## src/rtl/alu_seq_decoder.sv

```systemverilog
// Registered multi-cycle ALU/shifter control decoder with multiply sequencing.
// Valid/ready on both sides; multiplies wait MUL_LAT cycles, then emit one or two write-back beats.
module alu_seq_decoder #(
    parameter int unsigned MUL_LAT     = 3,
    parameter bit          LONG_MUL_EN = 1'b1
) (
    input  logic       clk,
    input  logic       reset,
    input  logic       in_valid,
    output logic       in_ready,
    input  logic       alu_op,
    input  logic       s,
    input  logic       branch,
    input  logic       mult,
    input  logic       mul_long,
    input  logic       mul_acc,
    input  logic       mul_signed,
    input  logic [3:0] cmd,
    input  logic       flush,
    output logic       out_valid,
    input  logic       out_ready,
    output logic [2:0] alu_ctl,
    output logic [1:0] flag_w,
    output logic       no_write,
    output logic       not_alu,
    output logic       not_shift,
    output logic       swap,
    output logic       inv,
    output logic       mul_start,
    output logic       mul_acc_o,
    output logic       mul_signed_o,
    output logic       wb_hi,
    output logic       undef
);

    localparam int unsigned CNT_W = $clog2(MUL_LAT + 1);
    localparam logic [CNT_W-1:0] CNT_LAST = CNT_W'(MUL_LAT - 1);

    typedef enum logic [2:0] {IDLE, HOLD, MUL_WAIT, MUL_LO, MUL_HI} state_t;

    typedef struct packed {
        logic       out_valid;
        logic [2:0] alu_ctl;
        logic [1:0] flag_w;
        logic       no_write;
        logic       not_alu;
        logic       not_shift;
        logic       swap;
        logic       inv;
        logic       mul_start;
        logic       mul_acc_o;
        logic       mul_signed_o;
        logic       wb_hi;
        logic       undef;
    } ctl_t;

    state_t           state_q, state_d;
    logic [CNT_W-1:0] cnt_q, cnt_d;
    ctl_t             ctl_q, ctl_d, dec;
    logic             long_q, long_d;
    logic             s_q, s_d;
    logic             accept;
    logic             mul_legal;

    // Flush blocks acceptance so an op presented alongside it is dropped.
    assign in_ready  = !flush && ((state_q == IDLE) || ((state_q == HOLD) && out_ready));
    assign accept    = in_valid && in_ready;
    assign mul_legal = mult && !(mul_long && !LONG_MUL_EN);

    // Single-beat decode: data-processing, branch/memory, or illegal long multiply.
    always_comb begin
        dec           = '0;
        dec.out_valid = 1'b1;
        if (mult) begin
            dec.undef    = 1'b1;
            dec.no_write = 1'b1;
        end else if (alu_op) begin
            case (cmd)
                4'h4: dec.alu_ctl = 3'b000;
                4'h2: dec.alu_ctl = 3'b001;
                4'h0: dec.alu_ctl = 3'b010;
                4'hC: dec.alu_ctl = 3'b011;
                4'h1: dec.alu_ctl = 3'b110;
                4'h5: dec.alu_ctl = 3'b100;
                4'h6: dec.alu_ctl = 3'b101;
                4'h3: begin dec.alu_ctl = 3'b001; dec.swap = 1'b1; end
                4'h7: begin dec.alu_ctl = 3'b101; dec.swap = 1'b1; end
                4'hE: begin dec.alu_ctl = 3'b010; dec.inv = 1'b1; end
                4'hA: begin dec.alu_ctl = 3'b001; dec.no_write = 1'b1; end
                4'hB: begin dec.alu_ctl = 3'b000; dec.no_write = 1'b1; end
                4'h8: begin dec.alu_ctl = 3'b010; dec.no_write = 1'b1; end
                4'h9: begin dec.alu_ctl = 3'b110; dec.no_write = 1'b1; end
                4'hF: begin dec.not_alu = 1'b1; dec.inv = 1'b1; end
                default: dec.not_alu = 1'b1;
            endcase
            // Carry/overflow are only meaningful for the arithmetic functions.
            dec.flag_w = {s, s & ~dec.alu_ctl[1]};
        end else if (branch && (cmd == 4'b1001) && !s) begin
            dec.not_alu   = 1'b1;
            dec.not_shift = 1'b1;
        end else if (!cmd[2]) begin
            dec.alu_ctl = 3'b001;
        end
    end

    // Next-state and next-output logic.
    always_comb begin
        state_d       = state_q;
        cnt_d         = cnt_q;
        ctl_d         = ctl_q;
        ctl_d.mul_start = 1'b0;
        long_d        = long_q;
        s_d           = s_q;

        case (state_q)
            IDLE: ;
            HOLD: begin
                if (out_ready) begin
                    state_d = IDLE;
                    ctl_d   = '0;
                end
            end
            MUL_WAIT: begin
                if (cnt_q == CNT_LAST) begin
                    state_d         = MUL_LO;
                    cnt_d           = '0;
                    ctl_d.out_valid = 1'b1;
                    ctl_d.wb_hi     = 1'b0;
                    ctl_d.flag_w    = long_q ? 2'b00 : {s_q, 1'b0};
                end else begin
                    cnt_d = cnt_q + CNT_W'(1);
                end
            end
            MUL_LO: begin
                if (out_ready) begin
                    if (long_q) begin
                        state_d      = MUL_HI;
                        ctl_d.wb_hi  = 1'b1;
                        ctl_d.flag_w = {s_q, 1'b0};
                    end else begin
                        state_d = IDLE;
                        ctl_d   = '0;
                    end
                end
            end
            MUL_HI: begin
                if (out_ready) begin
                    state_d = IDLE;
                    ctl_d   = '0;
                end
            end
            default: begin
                state_d = IDLE;
                ctl_d   = '0;
            end
        endcase

        if (accept) begin
            if (mul_legal) begin
                state_d            = MUL_WAIT;
                cnt_d              = '0;
                ctl_d              = '0;
                ctl_d.mul_start    = 1'b1;
                ctl_d.mul_acc_o    = mul_acc;
                ctl_d.mul_signed_o = mul_signed;
                long_d             = mul_long && LONG_MUL_EN;
                s_d                = s;
            end else begin
                state_d = HOLD;
                ctl_d   = dec;
            end
        end

        if (flush) begin
            state_d = IDLE;
            cnt_d   = '0;
            ctl_d   = '0;
        end
    end

    always_ff @(posedge clk or posedge reset) begin
        if (reset) begin
            state_q <= IDLE;
            cnt_q   <= '0;
            ctl_q   <= '0;
            long_q  <= 1'b0;
            s_q     <= 1'b0;
        end else begin
            state_q <= state_d;
            cnt_q   <= cnt_d;
            ctl_q   <= ctl_d;
            long_q  <= long_d;
            s_q     <= s_d;
        end
    end

    assign out_valid    = ctl_q.out_valid;
    assign alu_ctl      = ctl_q.alu_ctl;
    assign flag_w       = ctl_q.flag_w;
    assign no_write     = ctl_q.no_write;
    assign not_alu      = ctl_q.not_alu;
    assign not_shift    = ctl_q.not_shift;
    assign swap         = ctl_q.swap;
    assign inv          = ctl_q.inv;
    assign mul_start    = ctl_q.mul_start;
    assign mul_acc_o    = ctl_q.mul_acc_o;
    assign mul_signed_o = ctl_q.mul_signed_o;
    assign wb_hi        = ctl_q.wb_hi;
    assign undef        = ctl_q.undef;

endmodule

```

## config.mk

```make
export PLATFORM = sky130hd
export DESIGN_NAME = alu_seq_decoder
export DESIGN_NICKNAME = d
export VERILOG_FILES = /design/src/rtl/alu_seq_decoder.sv
export SDC_FILE = /design/constraint.sdc
export NUM_CORES = 1
export LEC_CHECK = 0
export BUFFER_PORTS_ARGS = -buffer_cell sky130_fd_sc_hd__clkbuf_2
export CORE_MARGIN = 2
export CORE_UTILIZATION = 50
export DETAILED_ROUTE_END_ITERATION = 7
export GPL_ROUTABILITY_DRIVEN = 0
export PLACE_DENSITY = 0.77
export SYNTH_ARGS = -nofsm -noshare
export SYNTH_HDL_FRONTEND = slang
export SYNTH_SLANG_ARGS = --single-unit
```

## constraint.sdc

```tcl
create_clock -name clk -period 2.06 [get_ports clk]
set_input_delay 0.206 -clock clk [delete_from_list [all_inputs] [get_ports clk]]
set_output_delay 0.206 -clock clk [all_outputs]
set_load 0.02 [all_outputs]
```

* Yosys cells after proc, flatten, opt, wreduce, memory -nomap -nowiden
Cells that the tools add are included.
Storage, ports and cells: register bits after elaboration 23, input bits 16, output and inout bits 17, word-level logic and storage cells 117
Operators by class: $add $sub $neg 1, equal/unequal tests 25, muxes and demuxes 48, bitwise logic cells 2, reduce and logical (&&, ||, !) cells 24
Operator list (number):
- $mux W16 | 5
- $mux W3 | 11
- $eq A4 B4 Y1 const B | 7
- $pmux W8 S3 | 1
- $mux W2 | 11
- $pmux W3 S6 | 1
- $eq A4 B3 Y1 const B | 4
- $reduce_or A14 Y1 | 1
- $ne A4 B4 Y1 const B | 3
- $pmux W3 S4 | 1
- $reduce_or A2 Y1 | 6
- $mux W1 | 11
- $pmux W3 S3 | 1
- $eq A4 B2 Y1 const B | 2
- $mux W8 | 1
- $pmux W1 S4 | 2
- $pmux W2 S4 | 1
- $reduce_and A4 Y1 | 2
- $eq A3 B2 Y1 const B | 2
- $reduce_or A3 Y1 | 2
- $logic_and A1 B1 Y1 | 5
- $reduce_and A5 Y1 | 1
- $eq A4 B1 Y1 const B | 1
- $logic_not A4 Y1 | 1
- 16 further kinds | 17

* Longest topological paths before layout
depth after elaboration 11, depth in mapped cells 6, depth with buffers taken out 4

* Least setup slack after synthesis
OpenSTA, ideal clock, no wires.
kind register -> register, from register state_q[2], to register long_q, setup time 125 ps, arrival time 1470 ps, data required time 1935 ps, setup slack 466 ps, cell stages (with the launch flop) 5, buffers on the path 1, clock period less this slack 1594 ps, cell sequence dfrtp_1 -> buf_6 -> or2_4 -> nor4_4 -> mux2_2
Between the ends: longest elaborated chain between the ends 6, elaborated cells between the ends (all ways) 7, those cells by class 1 x eq/ne; 6 x reduce/logical
Ends and longest elaborated chain:
- from (decl) | line 57 | state_t state_q, state_d;
- from (signal assigned) | line 189 | state_q <= state_d;
- $eq A3 B1 Y1 | line 66 | assign in_ready = !flush && ((state_q == IDLE) || ((state_q == HOLD) && out_ready));
- $logic_and A1 B1 Y1 | line 66
- $logic_or A1 B1 Y1 * | line 66
- $logic_and A1 B1 Y1 * | line 66
- $logic_and A1 B1 Y1 * | line 67 | assign accept = in_valid && in_ready;
- $reduce_and A2 Y1 (no line) *
- to (signal assigned) | line 192 | long_q <= long_d;
- to (decl) | line 60 | logic long_q, long_d;
Mark *: on every way between the ends. The rest lies on a longest branch, timed or not. A chain may end at the register's enable or synchronous reset.

* Final worst setup path
from register state_q[0], to register state_q[0]
Between the ends: longest elaborated chain between the ends 7, elaborated cells between the ends (all ways) 18, those cells by class 8 x eq/ne; 3 x mux; 7 x reduce/logical
Ends and longest elaborated chain (line):
- $eq A3 B1 Y1 | 66, 115
- $logic_and A1 B1 Y1 | 66
- $logic_or A1 B1 Y1 | 66
- $logic_and A1 B1 Y1 | 66
- $logic_and A1 B1 Y1 | 67
- $ne A4 B4 Y1 (no line), or another cell as far along
- $reduce_and A4 Y1 (no line) / $mux W3 (equally long branches)
Several ways; a longest one is shown, not always the timed one.

==> run_results.csv <==
group,metric,value,unit
clock_network,clock-sinks,22,
setup_path,crit_path_max_incr_delay,0.53,ns
routing,num_vias,960,
logic_synthesis,synth-seq-cells,22,
floorplanning,fp-row-count,17,
timing,fin_crit,1.777,ns
setup_path,required,2.26,ns
grt,grt.total_usage,0.2081,
floorplanning,die_h,52.55,µm
routing,drt.antenna.violating_nets,0,
logic_synthesis,syn_area,0.001179,mm²
timing,drv_slew,0,
setup_path,cp.depth,4,
layout,final_util,0.6137,
layout,area_delta_synth_final,15.18,%
pwr,p_clk_frac,0.255,
pwr,seqPwrFrac,0.533,
grt,overflow,0,
timing,setup_viol,0,
floorplanning,die_area,0.002762,mm²
status,status,"finished, final reports clean",
logic_synthesis,yosysSeqAreaShare,0.4671,
routing,vias_per_cell,5.647,
logic_synthesis,ys_warn_count,0,
clock_network,cts-root-buf,"clkbuf_4",
timing,rsz0062_at_grt,"false",
timing,whs,0.02878,ns
pwr,ir_drop,0.0004616,V
grt,met3_usage,0.03143,
floorplanning,initial_core_util,0.5328,
place,port_buffers,31,
floorplanning,core-area,0.002212,mm²
pwr,p_leak,0.0006617,µW
clock_network,cts_tree,"done",
clock_network,cts.htree.levels,1,
logic_synthesis,synth_enable_flop_cells,0,
clock_network,clock_latency,0.31,ns
routing,drt-initial-drc-count,14,
grt,use_met1,0.2731,
grt,grt_busiest_layer,"met2",
floorplanning,die_w,52.55,µm
setup_path,arrival,1.98,ns
setup_path,cp-start-kind,"flip-flop",
clock_network,cts_buffers,3,
clock_network,post_cts_resized,0,
timing,hold_violations,0,
pwr,p_sw_frac,0.2969,
layout,insertedDiodeCount,0,
routing,drc,0,
pwr,p_int,653.8,µW
logic_synthesis,yosysMostFrequentCell,"dfrtp_1",
grt,grt_max_degree,23,
logic_synthesis,async_flop_share,1.000,
logic_synthesis,synth.distinct_cells,37,
timing,fmax,562.6,MHz
setup_path,r2r_slack,0.28,ns
pwr,power.share.combinational,0.212,
run,max-cap-violations,0,
setup_path,reg2regPathDepth,4,
setup_path,cp_max_fo,12,
layout,layout.nets,159,
clock_network,postCtsHoldBufs,0,
timing,post-route-period-util,0.8628,
pwr,power_density,685.0,mW/mm²
grt,grt_pass1_wl,4181,µm
logic_synthesis,synth_top_area_share,0.4671,
setup_path,crit_family,"flip-flops",
logic_synthesis,syn_area_per_cell,10.25,µm²
place,dp_hpwl,1925,µm
grt,grt_antenna_before_repair,0,
setup_path,crit_chain,"nor3b_1 > a211oi_1 > nand2b_1 > mux2_2",
setup_path,path_buf_inv,0,
timing,finalSetupTns,0,ns
timing,worst_clock_skew,0.003810,ns
routing,drt-pass1-iter-count,4,
logic_synthesis,synth_common_cells,"dfrtp_1 (22), nand2_1 (10), nor2_1 (8)",
logic_synthesis,synth_ff_type,"dfrtp_1",
layout,drive_gt1_frac,0.3239,
timing,max_slew.worst_pin.slew,0.8523,ns
routing,wl_per_cell,14.94,µm
setup_path,end_kind,"flip-flop",
logic_synthesis,synth_nets,131,
grt,grt_util_met2,0.3479,
logic_synthesis,netlist_instances,115,
setup_path,cp_slowest_cell,"dfrtp_1",
routing,wirelength,2540,µm
pwr,switchingPower,276.1,µW
clock_network,post_cts.repair.setup_buffers,0,
floorplanning,pin_count,33,
worst_hold_path,hold_path.class,"in -> async",
logic_synthesis,synthTopCellsByArea,"dfrtp_1 (47%), mux2_2 (6.7%), a22o_1 (4.5%), nand2_1 (3.2%), mux2i_1 (2.5%)",
clock_network,path_clk_slew,0.12,ns
timing,setup_slack,0.2826,ns
grt,grt_pass1_vias,918,
timing,max_slew_margin,0.4311,
clock_network,cts_max_path_buffers,2,
setup_path,worstSetupPathType,"reg -> reg",
place,post-place-ws,0.3151,ns
logic_synthesis,yosysTopAreaCell,"dfrtp_1",
-- cell usage in the layout, fill, tap and decap left out --
cell        n
a211o_1     1
a21o_1      1
a21oi_1     2
o21ai_0     4
nand2b_1    3
nand3b_1    1
mux2_2      7
xnor2_1     1
o22ai_1     1
clkbuf_4    3
a32o_1      2
nand3_1     3
o21a_1      2
dfrtp_1    22
nand2_1    10
nor3_1      5
conb_1      1
a21boi_0    2
or2_4       1
and2b_4     1
nor3_2      1
nor4_4      1
a211oi_1    1
nor2b_1     2
a31oi_1     1
o2bb2ai_1   3
inv_1       5
o21bai_1    1
nand4bb_1   1
nor2_1      8
a22o_1      6
mux2i_1     3
clkbuf_2   31
nor3b_1     4
clkbuf_8    1
-- metrics by stage --
step	power, µW	cells	area [µm²]
finish	929.9	170	1358
global route	976.2	170	1358
CTS	937.8	170	1358
detailed placement	701.3	166	1321
global placement	693.3	166	1321
floorplan	646.1	115	1179
-- final cells by class --
| type | instances | area (µm²) |
|---|---|---|
| clock buffers | 4 | 36.28 |
| multi-input cells | 80 | 561.8 |
| inverters | 5 | 18.77 |
| fillers | 211 | 854.6 |
| well taps | 28 | 35.03 |
| repair buffers | 31 | 155.1 |
| flip-flops and latches | 22 | 550.5 |
-- flip-flops by register name, indices dropped and copies added, names as in the netlist, 2 cells and up --
name / count
alu_ctl: 3
state_q: 3
cnt_q: 2
flag_w: 2
-- worst register-to-register path: stages (launching register included) --
cell	delay [ns]
dfrtp_1	0.53
nor3b_1	0.20
a211oi_1	0.27
nand2b_1	0.31
mux2_2	0.37
-- kinds of logic (layout without fill, tap and decap cells) --
group / count (synthesis) / in the layout / synth area share
AOI/OAI and AO/OA: 27 / 27 / 0.1720
xor gates and xnor gates: 1 / 1 / 0.007432
buffers and inverters: 13 / 40 / 0.05626
DFF: 22 / 22 / 0.4671
muxes: 10 / 10 / 0.09236
other: 1 / 1 / 0.003182
and+or+nand+nor: 41 / 41 / 0.2017
-- routing by layer --
layer,share of wire,wire length (µm)
met1,0.45,1142
met2,0.50,1279
met3,0.032,82
met4,0.014,35
met5,0,0
-- final timing paths --
path,start,endpoint
setup / recovery,state_q[0]$_DFFE_PP0P_,state_q[0]$_DFFE_PP0P_
hold / removal,reset,not_shift$_DFFE_PP0P_
setup reg to reg,state_q[0]$_DFFE_PP0P_,state_q[0]$_DFFE_PP0P_
hold reg to reg,alu_ctl[0]$_DFFE_PP0P_,alu_ctl[0]$_DFFE_PP0P_
max in group asynchronous,reset,flag_w[1]$_DFFE_PP0P_
min in group clk,mul_signed,mul_signed_o$_DFFE_PP0P_
-- power groups by stage --
stage          sequential [µW]  combinational, µW  clock [µW]
6_report                   496                197         237
5_1_grt                    501                216         259
4_1_cts                    495                198         244
3_5_place_dp               504                197           0
3_3_place_gp               501                192           0
2_1_floorplan              502                144           0
Note: power is estimated with default switching activity, not from simulation.
